`src/rtl/reset_sequencer.sv`:
```
// Clear sequencer for FDCE flip-flop banks: hold all selected clears, then release them in ascending order.
// Optional build macro RESET_SEQ_DEBOUNCE_EN: req must be seen high in IDLE on 3 consecutive edges.

module reset_sequencer_lane (
  input  logic clk,
  input  logic reset,
  input  logic load,
  input  logic mask_bit,
  input  logic rel_bit,
  output logic clr
);
  always_ff @(posedge clk) begin
    if (reset)        clr <= 1'b1;
    else if (load)    clr <= mask_bit;
    else if (rel_bit) clr <= 1'b0;
  end
endmodule

module reset_sequencer #(
  parameter int NCHAN       = 4,
  parameter int HOLD_CYCLES = 16,
  parameter int GAP_CYCLES  = 8,
  parameter int CNT_W       = 8
) (
  input  logic             clk,
  input  logic             reset,
  input  logic             req,
  input  logic [NCHAN-1:0] chan_mask,
  output logic [NCHAN-1:0] clr,
  output logic             busy,
  output logic             done
);
  typedef enum logic [1:0] {IDLE, HOLD, RELEASE} state_t;

  localparam logic [CNT_W-1:0] HOLD_M1 = CNT_W'(HOLD_CYCLES - 1);
  localparam logic [CNT_W-1:0] GAP_M1  = CNT_W'(GAP_CYCLES - 1);

  state_t             state, state_n;
  logic [CNT_W-1:0]   count, count_n;
  logic [NCHAN-1:0]   pending, pending_n;
  logic [NCHAN-1:0]   lowbit;
  logic               busy_n, done_n;
  logic               load, rel, accept;

  assign lowbit = pending & (~pending + NCHAN'(1));

`ifdef RESET_SEQ_DEBOUNCE_EN
  logic [1:0] db_cnt;

  // Counts consecutive IDLE edges with req high; third one accepts.
  always_ff @(posedge clk) begin
    if (reset || state != IDLE || !req) db_cnt <= 2'd0;
    else if (db_cnt == 2'd2)            db_cnt <= 2'd0;
    else                                db_cnt <= db_cnt + 2'd1;
  end

  assign accept = req && (db_cnt == 2'd2);
`else
  assign accept = req;
`endif

  always_comb begin
    state_n   = state;
    count_n   = count;
    pending_n = pending;
    busy_n    = busy;
    done_n    = 1'b0;
    load      = 1'b0;
    rel       = 1'b0;
    case (state)
      IDLE: begin
        busy_n = 1'b0;
        if (accept) begin
          if (chan_mask != '0) begin
            load      = 1'b1;
            pending_n = chan_mask;
            busy_n    = 1'b1;
            state_n   = HOLD;
            count_n   = '0;
          end else begin
            done_n = 1'b1;
          end
        end
      end
      HOLD, RELEASE: begin
        if (count == ((state == HOLD) ? HOLD_M1 : GAP_M1)) begin
          rel       = 1'b1;
          pending_n = pending & ~lowbit;
          count_n   = '0;
          if (pending_n == '0) begin
            done_n  = 1'b1;
            busy_n  = 1'b0;
            state_n = IDLE;
          end else begin
            state_n = RELEASE;
          end
        end else begin
          count_n = count + CNT_W'(1);
        end
      end
      default: state_n = IDLE;
    endcase
  end

  always_ff @(posedge clk) begin
    if (reset) begin
      state   <= HOLD;
      count   <= '0;
      pending <= '1;
      busy    <= 1'b1;
      done    <= 1'b0;
    end else begin
      state   <= state_n;
      count   <= count_n;
      pending <= pending_n;
      busy    <= busy_n;
      done    <= done_n;
    end
  end

  // clr tracks pending per channel; each lane drops on its own release strobe.
  for (genvar i = 0; i < NCHAN; i++) begin : g_lane
    reset_sequencer_lane u_lane (
      .clk      (clk),
      .reset    (reset),
      .load     (load),
      .mask_bit (chan_mask[i]),
      .rel_bit  (rel & lowbit[i]),
      .clr      (clr[i])
    );
  end
endmodule
```
`config.mk`:
```
export PLATFORM = sky130hd
export DESIGN_NAME = reset_sequencer
export DESIGN_NICKNAME = d
export VERILOG_FILES = /design/src/rtl/reset_sequencer.sv
export SDC_FILE = /design/constraint.sdc
export NUM_CORES = 1
export LEC_CHECK = 0
export CAP_MARGIN = 0
export CORE_ASPECT_RATIO = 1.1
export CORE_UTILIZATION = 40
export CTS_BUF_LIST = sky130_fd_sc_hd__clkbuf_8
export CTS_CLUSTER_SIZE = 24
export DETAILED_ROUTE_END_ITERATION = 8
export PLACE_DENSITY_LB_ADDON = 0.25
export SLEW_MARGIN = 20
export SYNTH_ARGS = -nofsm -noshare
export SYNTH_HDL_FRONTEND = slang
export SYNTH_SLANG_ARGS = --single-unit
```
`constraint.sdc`:
```
create_clock -name clk -period 2.05 [get_ports clk]
set_input_delay 0.3075 -clock clk [delete_from_list [all_inputs] [get_ports clk]]
set_output_delay 0.3075 -clock clk [all_outputs]
set_load 0.005 [all_outputs]
```
==> out/qor.csv, run 1 <==
stage,metric,value,unit
global_routing,grt_overflow,0,
floorplan,dieArea,0.00297,mm^2
clock_tree,post_cts_buffers,0,
logic_synthesis,synth_cell_type_count,42,
logic_synthesis,synth_nets,141,
logic_synthesis,ys_seq_elements,20,
worst_setup_path,crit_chain,or4_4 -> or4b_4 -> nor3b_1 -> o21ai_1,
pwr,leakagePower,0.499,nW
global_routing,grt_usage,0.191,
logic_synthesis,postSynthCellCount,130,
logic_synthesis,ys_seq_area_frac,0.363,
sta,hold_viol_final,0,
floorplan,die_h,57.1,um
worst_setup_path,r2r_cells,4,
final_layout,antenna_cells,0,
worst_setup_path,critPathKind,register to register,
sta,slew_headroom,0.611,
pwr,powerDensity,519,mW/mm^2
logic_synthesis,synth_edf_count,0,
placed_design,placed_cell_area,0.00132,mm^2
clock_tree,clk_pin_slew,0.07,ns
status,status,"finished, final reports clean",
clock_tree,cts_tree,yes,
pwr,irDropWorstVdd,0.426,mV
hold_path,hold_depth,2,
route,wirelength,2560,um
floorplan,core-area,0.00257,mm^2
clock_tree,cts_made_buffers,3,
route,vias,1040,
sta,setup_viol,0,
worst_setup_path,endpoint_kind,register,
clock_tree,cts_max_level,1,
worst_setup_path,cp_slowest_cell,or4b_4,
floorplan,rows,19,
logic_synthesis,synthArstFlopShare,0,
sta,min_period,1.91,ns
clock_tree,cts.hold.buffers_added,0,
job,max-cap-violations,0,
final_layout,areaGrowthSynthToFinish,23.5,%
route,drt_iter0_drc,37,
worst_setup_path,path_depth,4,
placed_design,dp.cells,178,
worst_setup_path,max_stage_delay,0.61,ns
floorplan,die_w,52.1,um
sta,fin_worst_skew,0.00247,ns
route,post-route-drc-count,0,
worst_setup_path,cp_top_family,simple AND/OR/NAND/NOR gates,
sta,fin_crit_sh,0.932,
sta,final.setup.tns,0,ns
sta,hold_ws,0.480,ns
route,ant_nets,0,
placed_design,dp_hpwl,1930,um
route,vias_per_cell,5.75,
placed_design,preCtsSetupSlack,0.0340,ns
clock_tree,cts_sinks,20,
final_layout,drive_gt1_frac,0.153,
worst_setup_path,start_kind,register,
global_routing,grt_pass1_wl,4260,um
route,routedWlPerCell,14.2,um
logic_synthesis,yosys_warnings,0,
final_layout,stdcell_area,0.00136,mm^2
global_routing,grt_pass1_vias,957,
final_layout,fill_cells,257,
placed_design,gp_congestion,0.894,
global_routing,grt_max_degree,15,
sta,grt_setup_unrepaired,false,
sta,tightest_slew,0.568,ns
floorplan,start_util,0.430,
worst_setup_path,cp.required,2.19,ns
clock_tree,clkLatencyLatePin,0.25,ns
clock_tree,cts_buffer_depth,2,
logic_synthesis,synthFlopType,dfxtp_1,
logic_synthesis,avgSynthCellArea,8.49,um^2
clock_tree,cts_resized,0,
route,drtPass1Iterations,5,
final_layout,stdcell_count,181,
placed_design,io_buffers,12,
sta,finalMaxSlewViolations,0,
clock_tree,cts-root-buf,clkbuf_8,
floorplan,io_pins,13,
sta,worst_slack,0.140,ns
worst_setup_path,cp_max_fo,7,
logic_synthesis,synthesis.area,0.00110,mm^2
worst_setup_path,cp_num_buf_inv,0,
final_layout,layout.nets,163,
hold_path,hp-class,register to register,
sta,fmax,524,MHz
worst_setup_path,crit_arrival,2.05,ns
global_routing,grt_antenna_before_repair,0,
sequential cells by signal, summed over array words and instances, names as in the netlist:
signal / count
busy: 1
pending: 4
done: 1
state: 2
g_lane.u_lane.clr: 4
count: 8
layout by cell type, fill, tap and decap left out, types with 4 or more instances in the layout:
cell type / synthesis / layout
a21oi_1: 13 / 13
buf_4: 4 / 14
clkdlybuf4s50_1: 0 / 12
dfxtp_1: 20 / 20
ha_1: 4 / 4
inv_1: 5 / 5
nand2_1: 13 / 13
nor2_1: 7 / 7
o211ai_1: 4 / 4
o21ai_1: 4 / 4
o31ai_1: 4 / 4
xnor2_1: 4 / 4
layer usage:
| layer | routed length, um | GRT usage | vias up |
|---|---|---|---|
| li1 | - | - | 520 |
| met1 | 1150 | 0.221 | 493 |
| met2 | 1320 | 0.333 | 25 |
| met3 | 74 | 0.0320 | 2 |
| met4 | 15 | 0.0888 | 0 |
| met5 | 0 | 0 | - |
per-stage QoR:
step	utilization	power, W
2_1_floorplan	-	0.000434
3_3_place_gp	0.513	0.000468
3_5_place_dp	0.513	0.000469
4_1_cts	0.529	0.000716
5_1_grt	0.531	0.000739
6_report	0.531	0.000707
logic make-up (layout without fill, tap and decap cells):
kind of cell | after synthesis | after routing | synth area share
xor+xnor | 5 | 5 | 0.0397
compound gates | 41 | 41 | 0.252
buf+inv | 14 | 34 | 0.0624
flops | 20 | 20 | 0.363
simple gates | 46 | 46 | 0.238
fa+ha+maj | 4 | 4 | 0.0454
cells in the mapped netlist, types with 2 or more instances:
library cell	number	area, um^2
nor2_1	7	26.3
a2111oi_0	3	26.3
o211ai_1	4	30.0
inv_1	5	18.8
nand3_1	3	15.0
and2_1	2	12.5
a21o_1	2	15.0
nand4_1	3	18.8
buf_4	4	30.0
xnor2_1	4	35.0
ha_1	4	50.1
a31oi_1	3	18.8
nor2b_1	3	18.8
clkbuf_1	3	11.3
nand2_1	13	48.8
a21oi_1	13	65.1
dfxtp_1	20	400
or3_1	2	12.5
o21ai_1	4	20.0
nor3_1	3	15.0
o31ai_1	4	30.0
final timing paths:
kind | from | endpoint | slack (ns)
setup / recovery | count[4] | g_lane[1].u_lane.clr | 0.14
hold / removal | g_lane[1].u_lane.clr | g_lane[1].u_lane.clr | 0.48
hold reg to reg | g_lane[1].u_lane.clr | g_lane[1].u_lane.clr | 0.48
setup reg to reg | count[4] | g_lane[1].u_lane.clr | 0.14
power by group:
part | switching (W) | internal, W | leakage [nW]
Sequential | 0.00000648 | 0.000394 | 0.162
Clock | 0.000115 | 0.000130 | 0.0216
Combinational | 0.0000287 | 0.0000324 | 0.315
layout make-up:
type | instances | area (um^2) | area share
timing repair buffer | 26 | 225 | 0.165
tap | 31 | 38.8 | 0.0285
multi-input combinational | 96 | 638 | 0.468
inverter | 5 | 18.8 | 0.0138
clock buffer | 3 | 41.3 | 0.0303
sequential | 20 | 400 | 0.294
worst register-to-register path: stages (launching register included):
cell and delay (ns):
dfxtp_1 0.32, or4_4 0.55, or4b_4 0.62, nor3b_1 0.23, o21ai_1 0.08
No activity file was read; power rests on OpenSTA's default activity.
==> inputs of run 2 (changes only) <==
CORE_MARGIN = 5   (was not set)
CORE_UTILIZATION = 50   (was 40)
SYNTH_HIERARCHICAL = 1   (was not set)
==> out/qor.csv, run 2 <==
stage,metric,value,unit,change
status,status,"finished, final reports clean",,unchanged
route,ant_nets,0,,unchanged
floorplan,die_h,58.3,um,was 57.1 um
floorplan,start_util,0.524,,was 0.430
worst_setup_path,crit_arrival,2.08,ns,was 2.05 ns
logic_synthesis,avgSynthCellArea,9.37,um^2,was 8.49 um^2
placed_design,io_buffers,12,,unchanged
final_layout,top_register,count,,unchanged
final_layout,areaGrowthSynthToFinish,27.3,%,was 23.5%
sta,grt_setup_unrepaired,false,,unchanged
logic_synthesis,synth.most_common_cell,dfxtp_1,,unchanged
clock_tree,post_cts_buffers,0,,unchanged
logic_synthesis,synthFlopType,dfxtp_1,,unchanged
sta,tightest_slew,0.502,ns,was 0.568 ns
clock_tree,cts_sinks,20,,unchanged
worst_setup_path,cp_top_family,simple AND/OR/NAND/NOR gates,,unchanged
global_routing,grt_max_degree,12,,was 15
final_layout,largest_reg_flops,8,,unchanged
sta,hold_ws,0.494,ns,was 0.480 ns
logic_synthesis,synthArstFlopShare,0,,unchanged
clock_tree,cts_buffer_depth,2,,unchanged
final_layout,layout_commonest_cell,dfxtp_1,,unchanged
final_layout,largest_registers,"count x8, g_lane.u_lane/clr x4, pending x4",,"was count x8, g_lane.u_lane.clr x4, pending x4"
worst_setup_path,cp_max_fo,6,,was 7
floorplan,dieArea,0.00314,mm^2,was 0.00297 mm^2
sta,slew_headroom,0.657,,was 0.611
worst_setup_path,endpoint_kind,register,,unchanged
clock_tree,clkLatencyLatePin,0.26,ns,was 0.25 ns
final_layout,drive_gt1_frac,0.174,,was 0.153
logic_synthesis,postSynthCellCount,113,,was 130
sta,worst_slack,0.125,ns,was 0.140 ns
floorplan,core-area,0.00202,mm^2,was 0.00257 mm^2
logic_synthesis,synth_edf_count,0,,unchanged
logic_synthesis,synth_cell_type_count,36,,was 42
logic_synthesis,synth.area.top_cells,"dfxtp_1, a221o_1, nor2_1",,"was dfxtp_1, a21oi_1, ha_1"
worst_setup_path,start_kind,register,,unchanged
route,drt_iter0_drc,29,,was 37
pwr,irDropWorstVdd,0.469,mV,was 0.426 mV
logic_synthesis,ys_seq_area_frac,0.378,,was 0.363
hold_path,hp-class,register to register,,unchanged
route,wirelength,2420,um,was 2560 um
sta,fmax,519,MHz,was 524 MHz
logic_synthesis,synth_common_cells,"dfxtp_1, nor2_1, a221o_1",,"was dfxtp_1, a21oi_1, nand2_1"
logic_synthesis,netlist.area_leader.share,0.378,,was 0.363
logic_synthesis,ys_seq_elements,20,,unchanged
clock_tree,cts_tree,yes,,unchanged
clock_tree,cts_made_buffers,3,,unchanged
worst_setup_path,cp_slowest_cell,or4_4,,was or4b_4
floorplan,die_w,53.9,um,was 52.1 um
sta,setup_viol,0,,unchanged
logic_synthesis,synth_nets,124,,was 141
route,vias,955,,was 1040
worst_setup_path,critPathKind,register to register,,unchanged
sta,final.setup.tns,0,ns,unchanged
sta,finalMaxSlewViolations,0,,unchanged
route,drtPass1Iterations,4,,was 5
pwr,p_seq_frac,0.448,,was 0.567
worst_setup_path,max_stage_delay,0.56,ns,was 0.61 ns
pwr,combPwrFrac,0.252,,was 0.086
route,routedWlPerCell,14.5,um,was 14.2 um
floorplan,io_pins,13,,unchanged
clock_tree,cts-root-buf,clkbuf_8,,unchanged
pwr,leakagePower,0.498,nW,was 0.499 nW
placed_design,gp_congestion,0.846,,was 0.894
clock_tree,cts_max_level,1,,unchanged
floorplan,rows,17,,was 19
global_routing,grt_overflow,0,,unchanged
global_routing,grt_pass1_wl,4000,um,was 4260 um
placed_design,dp_hpwl,1790,um,was 1930 um
sta,hold_viol_final,0,,unchanged
logic_synthesis,yosys_warnings,6,,was 0
sta,fin_crit_sh,0.939,,was 0.932
pwr,powerDensity,740,mW/mm^2,was 519 mW/mm^2
final_layout,fill_cells,162,,was 257
final_layout,layout.nets,150,,was 163
final_layout,layout_common_cells,"dfxtp_1, nor2_1, clkdlybuf4s50_1, buf_4, a221o_1",,"was dfxtp_1, buf_4, nand2_1, a21oi_1, clkdlybuf4s50_1"
logic_synthesis,synthesis.area,0.00106,mm^2,was 0.00110 mm^2
worst_setup_path,crit_chain,or4_4 -> nor4b_4 -> and4b_1 -> nor2_1 -> a221o_1,,was or4_4 -> or4b_4 -> nor3b_1 -> o21ai_1
logic_synthesis,synth_area_leader_cell,dfxtp_1,,unchanged
worst_setup_path,cp.required,2.20,ns,was 2.19 ns
clock_tree,clk_pin_slew,0.07,ns,about the same
final_layout,multi_input_area,628,um^2,was 638 um^2
route,vias_per_cell,5.75,,about the same
pwr,p_sw_frac,0.278,,was 0.212
worst_setup_path,cp_num_buf_inv,0,,unchanged
global_routing,grt_usage,0.175,,was 0.191
global_routing,grt_antenna_before_repair,0,,unchanged
final_layout,antenna_cells,0,,unchanged
pwr,p_int,0.000719,W,was 0.000557 W
pwr,netSwitchingPower,0.000278,W,was 0.000150 W
pwr,clock_power_share,0.300,,was 0.347
route,post-route-drc-count,0,,unchanged
final_layout,regArea,400,um^2,unchanged
job,max-cap-violations,0,,unchanged
sta,fin_worst_skew,0.00221,ns,was 0.00247 ns
placed_design,preCtsSetupSlack,0.00457,ns,was 0.0340 ns
sta,min_period,1.93,ns,was 1.91 ns
global_routing,grt_pass1_vias,904,,was 957
-- run 2: worst reg2reg max path: stages (launching register included) --
cell and delay (ns):
dfxtp_1 0.33, or4_4 0.56, nor4b_4 0.35, and4b_1 0.24, nor2_1 0.05, a221o_1 0.29
-- run 2: logic make-up (layout without fill, tap and decap cells) --
logic type	after synthesis	count (layout)	synth area share
simple gates	42	42	0.229
compound gates	34	34	0.275
flops	20	20	0.378
buf+inv	8	33	0.0284
xor+xnor	5	5	0.0414
fa+ha+maj	4	4	0.0473
-- run 2: final timing paths --
kind / slack, ns / end / startpoint / depth (start not counted)
worst min-delay path: 0.49 / g_lane[0].u_lane/clr / g_lane[0].u_lane/clr / 1
worst max-delay path: 0.12 / g_lane[3].u_lane/clr / count[5] / 5
worst min register to register: 0.49 / g_lane[0].u_lane/clr / g_lane[0].u_lane/clr / 1
worst max register to register: 0.12 / g_lane[3].u_lane/clr / count[5] / 5
-- run 2: cell type report --
class / count / area share
clock buffer: 4 / 0.0409
timing repair buffer: 24 / 0.156
inverter: 5 / 0.0139
tap: 28 / 0.0260
multi-input combinational: 85 / 0.466
sequential: 20 / 0.297
-- run 2: layer usage --
layer	routed length (um)	GRT usage	up-vias
li1	-	-	483
met2	1180	0.291	21
met4	46	0.0766	0
met3	113	0.0308	5
met1	1080	0.216	446
met5	0	0	-
-- run 2: timing repair --
item                                   CTS  global route
resized for setup                        0             0
setup endpoints to repair                0             3
hold buffers                             0             0
endpoints found under the hold margin    0             0
-- run 2: power by group through the flow --
stage,Combinational (W),Sequential [W],Clock [W]
after floorplan,0.000139,0.000458,0
after global placement,0.000243,0.000454,0
after detailed placement,0.000249,0.000455,0
after CTS,0.000251,0.000447,0.000306
after global routing,0.000273,0.000452,0.000329
final,0.000251,0.000447,0.000299
-- run 2: metrics by stage --
step / power [W] / cells / utilization / instance area [um^2]
after floorplan: 0.000597 / 113 / - / 1060
after global placement: 0.000698 / 162 / 0.640 / 1290
after detailed placement: 0.000704 / 162 / 0.640 / 1290
after CTS: 0.00100 / 166 / 0.667 / 1350
after global routing: 0.00105 / 166 / 0.667 / 1350
final: 0.000997 / 166 / 0.667 / 1350
